[src/rtl/icache_if.sv]
// Fetch-side and refill-side signals of the instruction cache.
// slave = the cache, master = CPU fetch stage plus backing memory.
interface icache_if;
  logic [31:0] cpu_addr;
  logic        cpu_req;
  logic [31:0] cpu_data;
  logic        stall;
  logic        flush;
  logic [31:0] mem_addr;
  logic        mem_req;
  logic        mem_ready;
  logic [31:0] mem_data;

  modport slave (
    input  cpu_addr, cpu_req, flush, mem_ready, mem_data,
    output cpu_data, stall, mem_addr, mem_req
  );

  modport master (
    output cpu_addr, cpu_req, flush, mem_ready, mem_data,
    input  cpu_data, stall, mem_addr, mem_req
  );
endinterface

[src/rtl/icache.sv]
// Direct-mapped read-only instruction cache with word-serial line refill.
// Define ICACHE_STATS_EN to add hit_count / miss_count outputs.
module icache #(
  parameter int LINES = 16,
  parameter int WORDS = 4
) (
  input logic clk,
  input logic reset,
  icache_if.slave bus
`ifdef ICACHE_STATS_EN
  ,
  output logic [31:0] hit_count,
  output logic [31:0] miss_count
`endif
);

  localparam int OFFW = $clog2(WORDS);
  localparam int IDXW = $clog2(LINES);
  localparam int TAGW = 32 - IDXW - OFFW - 2;
  localparam logic [OFFW-1:0] LAST = OFFW'(WORDS - 1);

  typedef enum logic [1:0] {
    IDLE,
    REFILL,
    DONE
  } state_e;

  state_e          state_q, state_d;
  logic [OFFW-1:0] cnt_q, cnt_d;
  logic [TAGW-1:0] tlat_q, tlat_d;
  logic [IDXW-1:0] ilat_q, ilat_d;
  logic            pend_q, pend_d;
  logic [LINES-1:0] valid_q, valid_d;

  logic [TAGW-1:0] tag_q  [LINES];
  logic [31:0]     data_q [LINES][WORDS];

  logic [OFFW-1:0] off;
  logic [IDXW-1:0] idx;
  logic [TAGW-1:0] tag;
  logic            hit;
  logic            fill_we;
  logic            stall_c;
  logic            mreq_c;
  logic [31:0]     maddr_c;
  logic [31:0]     data_c;
  logic            unused_lsb;

  assign off = bus.cpu_addr[OFFW+1:2];
  assign idx = bus.cpu_addr[IDXW+OFFW+1:OFFW+2];
  assign tag = bus.cpu_addr[31:IDXW+OFFW+2];
  assign unused_lsb = ^bus.cpu_addr[1:0];

  assign hit = (state_q == IDLE) && valid_q[idx] && (tag_q[idx] == tag);

  always_comb begin
    state_d = state_q;
    cnt_d   = cnt_q;
    tlat_d  = tlat_q;
    ilat_d  = ilat_q;
    pend_d  = pend_q;
    valid_d = valid_q;
    fill_we = 1'b0;
    stall_c = 1'b0;
    mreq_c  = 1'b0;
    maddr_c = '0;
    data_c  = '0;
    unique case (1'b1)
      (state_q == IDLE): begin
        // lookup this cycle still sees the pre-flush valid bits
        if (bus.flush) valid_d = '0;
        if (bus.cpu_req) begin
          if (hit) begin
            data_c = data_q[idx][off];
          end else begin
            stall_c = 1'b1;
            tlat_d  = tag;
            ilat_d  = idx;
            cnt_d   = '0;
            state_d = REFILL;
          end
        end
      end
      (state_q == REFILL): begin
        stall_c = 1'b1;
        mreq_c  = 1'b1;
        maddr_c = {tlat_q, ilat_q, cnt_q, 2'b00};
        if (bus.flush) pend_d = 1'b1;
        if (bus.mem_ready) begin
          fill_we = 1'b1;
          cnt_d   = cnt_q + OFFW'(1);
          if (cnt_q == LAST) begin
            valid_d[ilat_q] = 1'b1;
            state_d = DONE;
          end
        end
      end
      (state_q == DONE): begin
        stall_c = 1'b1;
        state_d = IDLE;
        // deferred flush also kills the line just filled
        if (bus.flush || pend_q) begin
          valid_d = '0;
          pend_d  = 1'b0;
        end
      end
      default: state_d = IDLE;
    endcase
  end

  assign bus.stall    = reset & stall_c;
  assign bus.mem_req  = mreq_c;
  assign bus.mem_addr = maddr_c;
  assign bus.cpu_data = data_c;

  always_ff @(posedge clk or negedge reset) begin
    if (!reset) begin
      state_q <= IDLE;
      cnt_q   <= '0;
      tlat_q  <= '0;
      ilat_q  <= '0;
      pend_q  <= 1'b0;
      valid_q <= '0;
    end else begin
      state_q <= state_d;
      cnt_q   <= cnt_d;
      tlat_q  <= tlat_d;
      ilat_q  <= ilat_d;
      pend_q  <= pend_d;
      valid_q <= valid_d;
    end
  end

  always_ff @(posedge clk) begin
    if (fill_we) begin
      data_q[ilat_q][cnt_q] <= bus.mem_data;
      if (cnt_q == LAST) tag_q[ilat_q] <= tlat_q;
    end
  end

`ifdef ICACHE_STATS_EN
  logic [31:0] hit_q, miss_q;
  logic        st_hit, st_miss;

  assign st_hit  = bus.cpu_req && hit;
  assign st_miss = (state_q == IDLE) && bus.cpu_req && !hit;

  always_ff @(posedge clk or negedge reset) begin
    if (!reset) begin
      hit_q  <= '0;
      miss_q <= '0;
    end else begin
      if (st_hit)  hit_q  <= hit_q + 32'd1;
      if (st_miss) miss_q <= miss_q + 32'd1;
    end
  end

  assign hit_count  = hit_q;
  assign miss_count = miss_q;
`endif

endmodule

[src/flat_wrapper.sv]
// flat-port wrapper written by rule: the top's interface ports become plain ports
module icache_flat 
#(
  parameter int LINES = 16,
  parameter int WORDS = 4
)
  (clk, reset, bus_cpu_addr, bus_cpu_req, bus_flush, bus_mem_ready, bus_mem_data, bus_cpu_data, bus_stall, bus_mem_addr, bus_mem_req);
  icache_if bus_i ();
  input logic clk;
  input logic reset;
  input wire logic [$bits(bus_i.cpu_addr)-1:0] bus_cpu_addr;
  input wire logic [$bits(bus_i.cpu_req)-1:0] bus_cpu_req;
  input wire logic [$bits(bus_i.flush)-1:0] bus_flush;
  input wire logic [$bits(bus_i.mem_ready)-1:0] bus_mem_ready;
  input wire logic [$bits(bus_i.mem_data)-1:0] bus_mem_data;
  output wire logic [$bits(bus_i.cpu_data)-1:0] bus_cpu_data;
  output wire logic [$bits(bus_i.stall)-1:0] bus_stall;
  output wire logic [$bits(bus_i.mem_addr)-1:0] bus_mem_addr;
  output wire logic [$bits(bus_i.mem_req)-1:0] bus_mem_req;
  assign bus_i.cpu_addr = bus_cpu_addr;
  assign bus_i.cpu_req = bus_cpu_req;
  assign bus_i.flush = bus_flush;
  assign bus_i.mem_ready = bus_mem_ready;
  assign bus_i.mem_data = bus_mem_data;
  assign bus_cpu_data = bus_i.cpu_data;
  assign bus_stall = bus_i.stall;
  assign bus_mem_addr = bus_i.mem_addr;
  assign bus_mem_req = bus_i.mem_req;
  icache #(.LINES(LINES), .WORDS(WORDS)) u_core (.clk(clk), .reset(reset), .bus(bus_i));
endmodule
[config.mk]
export PLATFORM = sky130hd
export DESIGN_NAME = icache_flat
export DESIGN_NICKNAME = d
export VERILOG_FILES = /design/src/rtl/icache_if.sv /design/src/rtl/icache.sv /design/src/flat_wrapper.sv
export SDC_FILE = /design/constraint.sdc
export NUM_CORES = 2
export LEC_CHECK = 0
export BUFFER_PORTS_ARGS = -buffer_cell sky130_fd_sc_hd__buf_2
export CAP_MARGIN = 20
export CELL_PAD_IN_SITES_DETAIL_PLACEMENT = 1
export CELL_PAD_IN_SITES_GLOBAL_PLACEMENT = 1
export CORE_MARGIN = 4
export CORE_UTILIZATION = 45
export DETAILED_ROUTE_END_ITERATION = 8
export HOLD_SLACK_MARGIN = 0.05
export PLACE_DENSITY_LB_ADDON = 0.25
export SYNTH_ARGS = -nofsm -noshare
export SYNTH_HDL_FRONTEND = slang
export SYNTH_SLANG_ARGS = --single-unit
[constraint.sdc]
create_clock -name clk -period 11.2 [get_ports clk]
set_input_delay 0.56 -clock clk [delete_from_list [all_inputs] [get_ports clk]]
set_output_delay 0.56 -clock clk [all_outputs]
set_load 0.005 [all_outputs]
Word-level counts from Yosys, hierarchy flattened --
Memories as Yosys holds them, arrays and structs flattened. Index checks and enable logic that the tools add are counted.
Cells by class: add/sub/neg operators 1, magnitude comparators 6, equality and inequality tests 11, multiplexer cells 41, bitwise logic cells 5, reductions and logical operators 15
Operators by type and width (count):
- 32-bit 2-to-1 mux | 7
- 128-bit 2-to-1 mux | 1
- 32-bit binary-select mux with 2-bit select | 1
- 32-bit demux with 2-bit select | 1
- 16-bit 2-to-1 mux | 4
- 16-bit case mux with 3 select lines | 1
- 24-bit equality test | 1
- 16-bit OR | 1
- 2-bit 2-to-1 mux | 7
- 2-bit != test, second input constant | 7
- 1-bit 2-to-1 mux | 13
- 4-bit by 5-bit less-than comparator with 1-bit output, second input constant | 2
- 2-bit case mux with 2 select lines | 2
- 4-bit AND reduction | 2
- 3-bit >= comparator, second input constant | 2
- 2-bit NOT with 3-bit output | 2
- 3-bit AND reduction | 2
- 5-bit AND reduction | 1
- 1-bit binary-select mux with 4-bit select | 1
- 1-bit demux with 4-bit select | 1
- 2-bit equality test, second input constant | 2
- 4-bit by 1-bit >= comparator with 1-bit output, second input constant | 1
- 1-bit logical AND | 4
- 1-bit case mux with 2 select lines | 2
- 10 further kinds | 11
Storage, ports and cells: bits in registers 49, memory bits (writable) 2432, input bits 69, output and inout port bits 66, word-level logic and storage cells 87, memories 2
Memory list:
- u_core.data_q | words 16, width 128, read ports 1, clocked after memory_dff 0, write ports 1, RTL line icache.sv:36 | logic [31:0] data_q [LINES][WORDS];
- u_core.tag_q | words 16, width 24, read ports 1, clocked after memory_dff 0, write ports 1, RTL line icache.sv:35 | logic [TAGW-1:0] tag_q [LINES];

Longest topological paths before layout --
depth after elaboration 8, gate-level depth with buffers 15, gate-level depth less buffers 9

Least setup slack after synthesis --
OpenSTA, ideal clock, no wires.
path type register to register, start register u_core.state_q[1], end memory u_core.data_q[15][0] (netlist bit) (enable), setup time 0.470 ns, data arrival time 3.814 ns, required time 10.730 ns, setup slack 6.916 ns, stages on the path, launching flop included 8, path buffers 2, clock period less this slack 4.284 ns, path through dfrtp_1 > inv_1 > ha_1 > and2_1 > clkbuf_1 > nand2_1 > clkbuf_1 > nor2_1
On the way: word-level cells in the longest chain between the ends 4
RTL lines:
- start: declaration | RTL line icache.sv:28 | state_e state_q, state_d;
- start signal: assignment | RTL line icache.sv:125 | state_q <= state_d;
- 2-bit by 1-bit equality test with 1-bit output | RTL line icache.sv:84 | (state_q == REFILL): begin
- 1-bit 2-to-1 mux | RTL line icache.sv:68 | unique case (1'b1)
- 1-bit 2-to-1 mux | RTL line icache.sv:135 | if (fill_we) begin
- 128-bit 2-to-1 mux (not written as such) | RTL line icache.sv:136 | data_q[ilat_q][cnt_q] <= bus.mem_data;
- end: declaration | RTL line icache.sv:36
Every way passes these cells.

Worst setup path after layout --
start input port bus_cpu_addr[4], end output port bus_cpu_data[7]
On the way: word-level cells in the longest chain between the ends 7, elaborated cells between the ends (all ways) 13, classes of those cells eq/ne: 1; mux: 8; reduce/logical: 2; memory: 2
RTL lines:
- start: declaration | RTL line flat_wrapper.sv:11 | input wire logic [$bits(bus_i.cpu_addr)-1:0] bus_cpu_addr;
- memory 16 x 128 bit or 1-bit binary-select mux with 4-bit select (tied branches)
- 32-bit binary-select mux with 2-bit select or 1-bit 2-to-1 mux (tied branches) | RTL line icache.sv:74, icache.sv:54
- 32-bit 2-to-1 mux (not written as such) or 1-bit logical AND (tied branches) (2 in a row) | RTL line icache.sv:74, icache.sv:54
- 32-bit 2-to-1 mux * | RTL line icache.sv:73 | if (hit) begin
- 32-bit 2-to-1 mux * | RTL line icache.sv:72 | if (bus.cpu_req) begin
- 32-bit 2-to-1 mux * | RTL line icache.sv:68
- end: declaration | RTL line flat_wrapper.sv:16 | output wire logic [$bits(bus_i.cpu_data)-1:0] bus_cpu_data;
Every way passes the cells marked *; elsewhere a longest branch is shown, timed or not. The select of a mux whose other input is x is not followed.

==> flow_summary.yaml <==
min_path:
  worstHoldStart: "bus_mem_data[15]"
  worstHoldPathType: "in -> reg"
synth:
  synth_edf_count: 2432
  seq_area_frac_synth: 0.776
  ys_warn_count: 0
  async_flop_share: 0.0198
  netlist_instances: 3899
  synth_cell_types: 63
  synth_area_sq_mm: 0.0957
  synth.ff_latch_count: 2481
  synth_top_flop_cell: "edfxtp_1"
  syn_avg_cell_area_sq_um: 24.5
routing:
  wl_per_cell_um: 34.0
  ant_nets: 0
  drt-initial-drc-count: 5439
  firstDrtPassIters: 5
  routed-via-count: 44031
  via_per_inst: 6.05
  drc: 0
  drt_wl_total_um: 247000
timing:
  max_freq_mhz: 159
  worst_pin_slew_ps: 1140
  tns_ps: 0
  finalMaxSlewViolations: 0
  fin_crit_sh: 0.560
  rsz0062_at_grt: "false"
  setup_viol: 0
  relSlewSlack: 0.243
  final.min_clock_period_ps: 6270
  fin_ws_ps: 4930
  finClkSkew_ps: 30.7
  hold_viol_final: 0
critical_path:
  slowest_delay_ps: 840
  cp_slowest_cell: "buf_4"
  timing.rr.start: "u_core.tag_q[1][3]$_DFFE_PP_"
  crit_fanout: 85
  worstSetupStartpoint: "bus_cpu_addr[4]"
  cp.arrival_ps: 5710
  crit_type: "in -> out"
  crit_path_cell_trace: "buf_8 -> buf_4 -> buf_12 -> buf_4 -> mux4_2 -> mux4_2 -> mux4_2 -> and3_1 -> buf_2"
  path_delay_family: "buffers and inverters"
  crit_buf_inv: 5
  required_ps: 10640
  startpoint_type: "primary input"
  cpMostUsedCell: "mux4_2"
  cp-end-kind: "output pin"
power:
  p_clk_frac: 0.392
  p_total_w: 0.0205
  internal_power_w: 0.0158
  powerDensity_mw_per_mm2: 188
  p_leak_nw: 34.3
  comb_power_share: 0.077
  p_sw_w: 0.00469
  p_sw_frac: 0.229
  power_frac_seq: 0.531
  ir_worst_vdd_mv: 0.173
cts:
  insertion_delay_ps: 870
  cts_tree: "yes"
  path_clk_slew_ps: 60
  clock_path_buffers: 3
  holdBufCountCts: 25
  h-tree-depth: 4
  cts_setup_buffers: 0
  cts_resized: 0
  numCtsBuffers: 241
  root_buffer: "clkbuf_16"
  clock_sinks: 2481
outcome:
  status: "finished clean"
global_routing:
  grt_overflow: 0
  track_usage: 0.226
  grt_pass1_vias: 45780
  grt_max_degree: 126
  antenna_found_initial: 35
  grt_pass1_wl_um: 351000
placed_design:
  hpwlAfterDp_um: 131000
  numPortBuffers: 130
  pre_cts_slack_ps: 4840
  place_congestion: 0.763
cells_and_area:
  drive_above_1_share: 0.328
  areaGrowthSynthToFinish_pct: 13.9
  nets: 4310
floorplanning:
  core_area_sq_mm: 0.212
  start_util: 0.452
  die_h_um: 469
  ioPinCount: 135
  num_rows: 169
  die_area_sq_mm: 0.220
  die_w_um: 469
run:
  cap_violations: 0
cell usage after synthesis (2+ instances only):
library cell  count  area share
nand3_1           8     0.00042
nor2b_1          13     0.00085
ha_1              8      0.0010
a21o_1            2     0.00016
nand4_1           3     0.00020
o21a_1           17      0.0013
mux4_1            6      0.0016
nor3_1            5     0.00026
mux4_2          751        0.18
buf_2           137      0.0072
mux2i_1          64      0.0067
nor2_1           92      0.0036
edfxtp_1       2432        0.76
o21ai_0           3     0.00016
a221oi_2          2     0.00031
buf_4            10     0.00078
o2111ai_1         3     0.00027
a22oi_1           8     0.00063
mux2_2           14      0.0016
dfrtp_1          49       0.013
buf_12            2     0.00042
o22ai_1           3     0.00020
nand2b_1          3     0.00020
and2_1           33      0.0022
mux2_4           20      0.0031
clkbuf_1         49      0.0019
a21oi_1           9     0.00047
o31ai_1           3     0.00024
and3_1           33      0.0022
a31oi_1           5     0.00033
xnor2_1          22      0.0020
xor2_1           10     0.00092
buf_6             9      0.0011
nor4_1            6     0.00039
a22o_1            2     0.00018
inv_1            11     0.00043
a2111oi_0         2     0.00018
nand2_1          25     0.00098
worst paths after layout:
path	depth (start not counted)	slack [ps]	to
setup / recovery	9	4930	bus_cpu_data[7]
hold / removal	1	90	u_core.data_q[5][111]$_DFFE_PP_
setup reg to reg	9	7540	u_core.tlat_q[23]$_DFFE_PN0P_
hold reg to reg	1	490	u_core.valid_q[6]$_DFFE_PN0P_
max in group asynchronous	3	10010	u_core.tlat_q[6]$_DFFE_PN0P_
min in group asynchronous	2	140	u_core.tlat_q[13]$_DFFE_PN0P_
registers in the layout, summed over array words and instances, names as in the netlist:
signal and flops:
u_core.ilat_q 4, u_core.tlat_q 24, u_core.tag_q 384, u_core.data_q 2048, u_core.pend_q 1, u_core.state_q 2, u_core.cnt_q 2, u_core.valid_q 16
power by group through the flow:
| stage | registers (W) | clock network (W) | logic (W) |
|---|---|---|---|
| floorplan | 0.0110 | 0 | 0.000888 |
| global placement | 0.0111 | 0 | 0.00152 |
| detailed placement | 0.0111 | 0 | 0.00155 |
| CTS | 0.0109 | 0.00817 | 0.00156 |
| global route | 0.0109 | 0.00860 | 0.00167 |
| finish | 0.0109 | 0.00804 | 0.00158 |
metal layers:
metal | share of wire | vias up | global-route usage
li1 | - | 17528 | -
met1 | 0.42 | 24418 | 0.326
met2 | 0.50 | 1748 | 0.367
met3 | 0.064 | 333 | 0.0330
met4 | 0.023 | 4 | 0.0609
met5 | 0.00011 | - | 0
stage by stage:
step                std cells   util  area [sq um]  hold WS [ps]
floorplan                3900      -         95700           264
global placement         6742  0.473        100000           457
detailed placement       6742  0.473        100000           471
CTS                      7221  0.511        108000          51.9
global route             7275  0.515        109000          50.6
finish                   7277  0.515        109000          94.8
final cells by class:
type	instances	area, sq um
fillers	18150	103000
well taps	2821	3530
clock inverters	140	1290
repair buffers	298	2550
flip-flops and latches	2481	74300
clock buffers	314	6530
multi-input cells	1199	20800
diodes	12	30.0
inverters	12	45.0
placed cells by master, fill, tap and decap left out, types with 9 or more instances in the layout:
master,n
edfxtp_1,2432
mux4_2,751
clkbuf_16,248
buf_2,125
buf_4,94
mux2i_1,64
nor2_4,64
clkbuf_1,58
clkinv_1,57
dfrtp_1,49
clkinv_2,47
dlygate4sd3_1,40
and3_1,33
and2_1,32
nor2_1,28
buf_12,27
nand2_1,23
xnor2_1,22
bufinv_16,22
mux2_4,20
o21a_1,17
mux2_2,14
nor2b_1,13
diode_2,12
inv_1,11
xor2_1,10
a21oi_1,9
clkbuf_8,9
logic make-up (layout without fill, tap and decap cells):
family	count (synthesis)	count (layout)	synth area share
compound gates	74	74	0.00596
fa+ha+maj	8	8	0.00105
mux	855	855	0.190
xor+xnor	32	32	0.00293
flops	2481	2481	0.776
other cells	1	14	0.0000392
buf+inv	220	764	0.0119
simple gates	228	228	0.0123
Power figures use the tool's default switching activity.
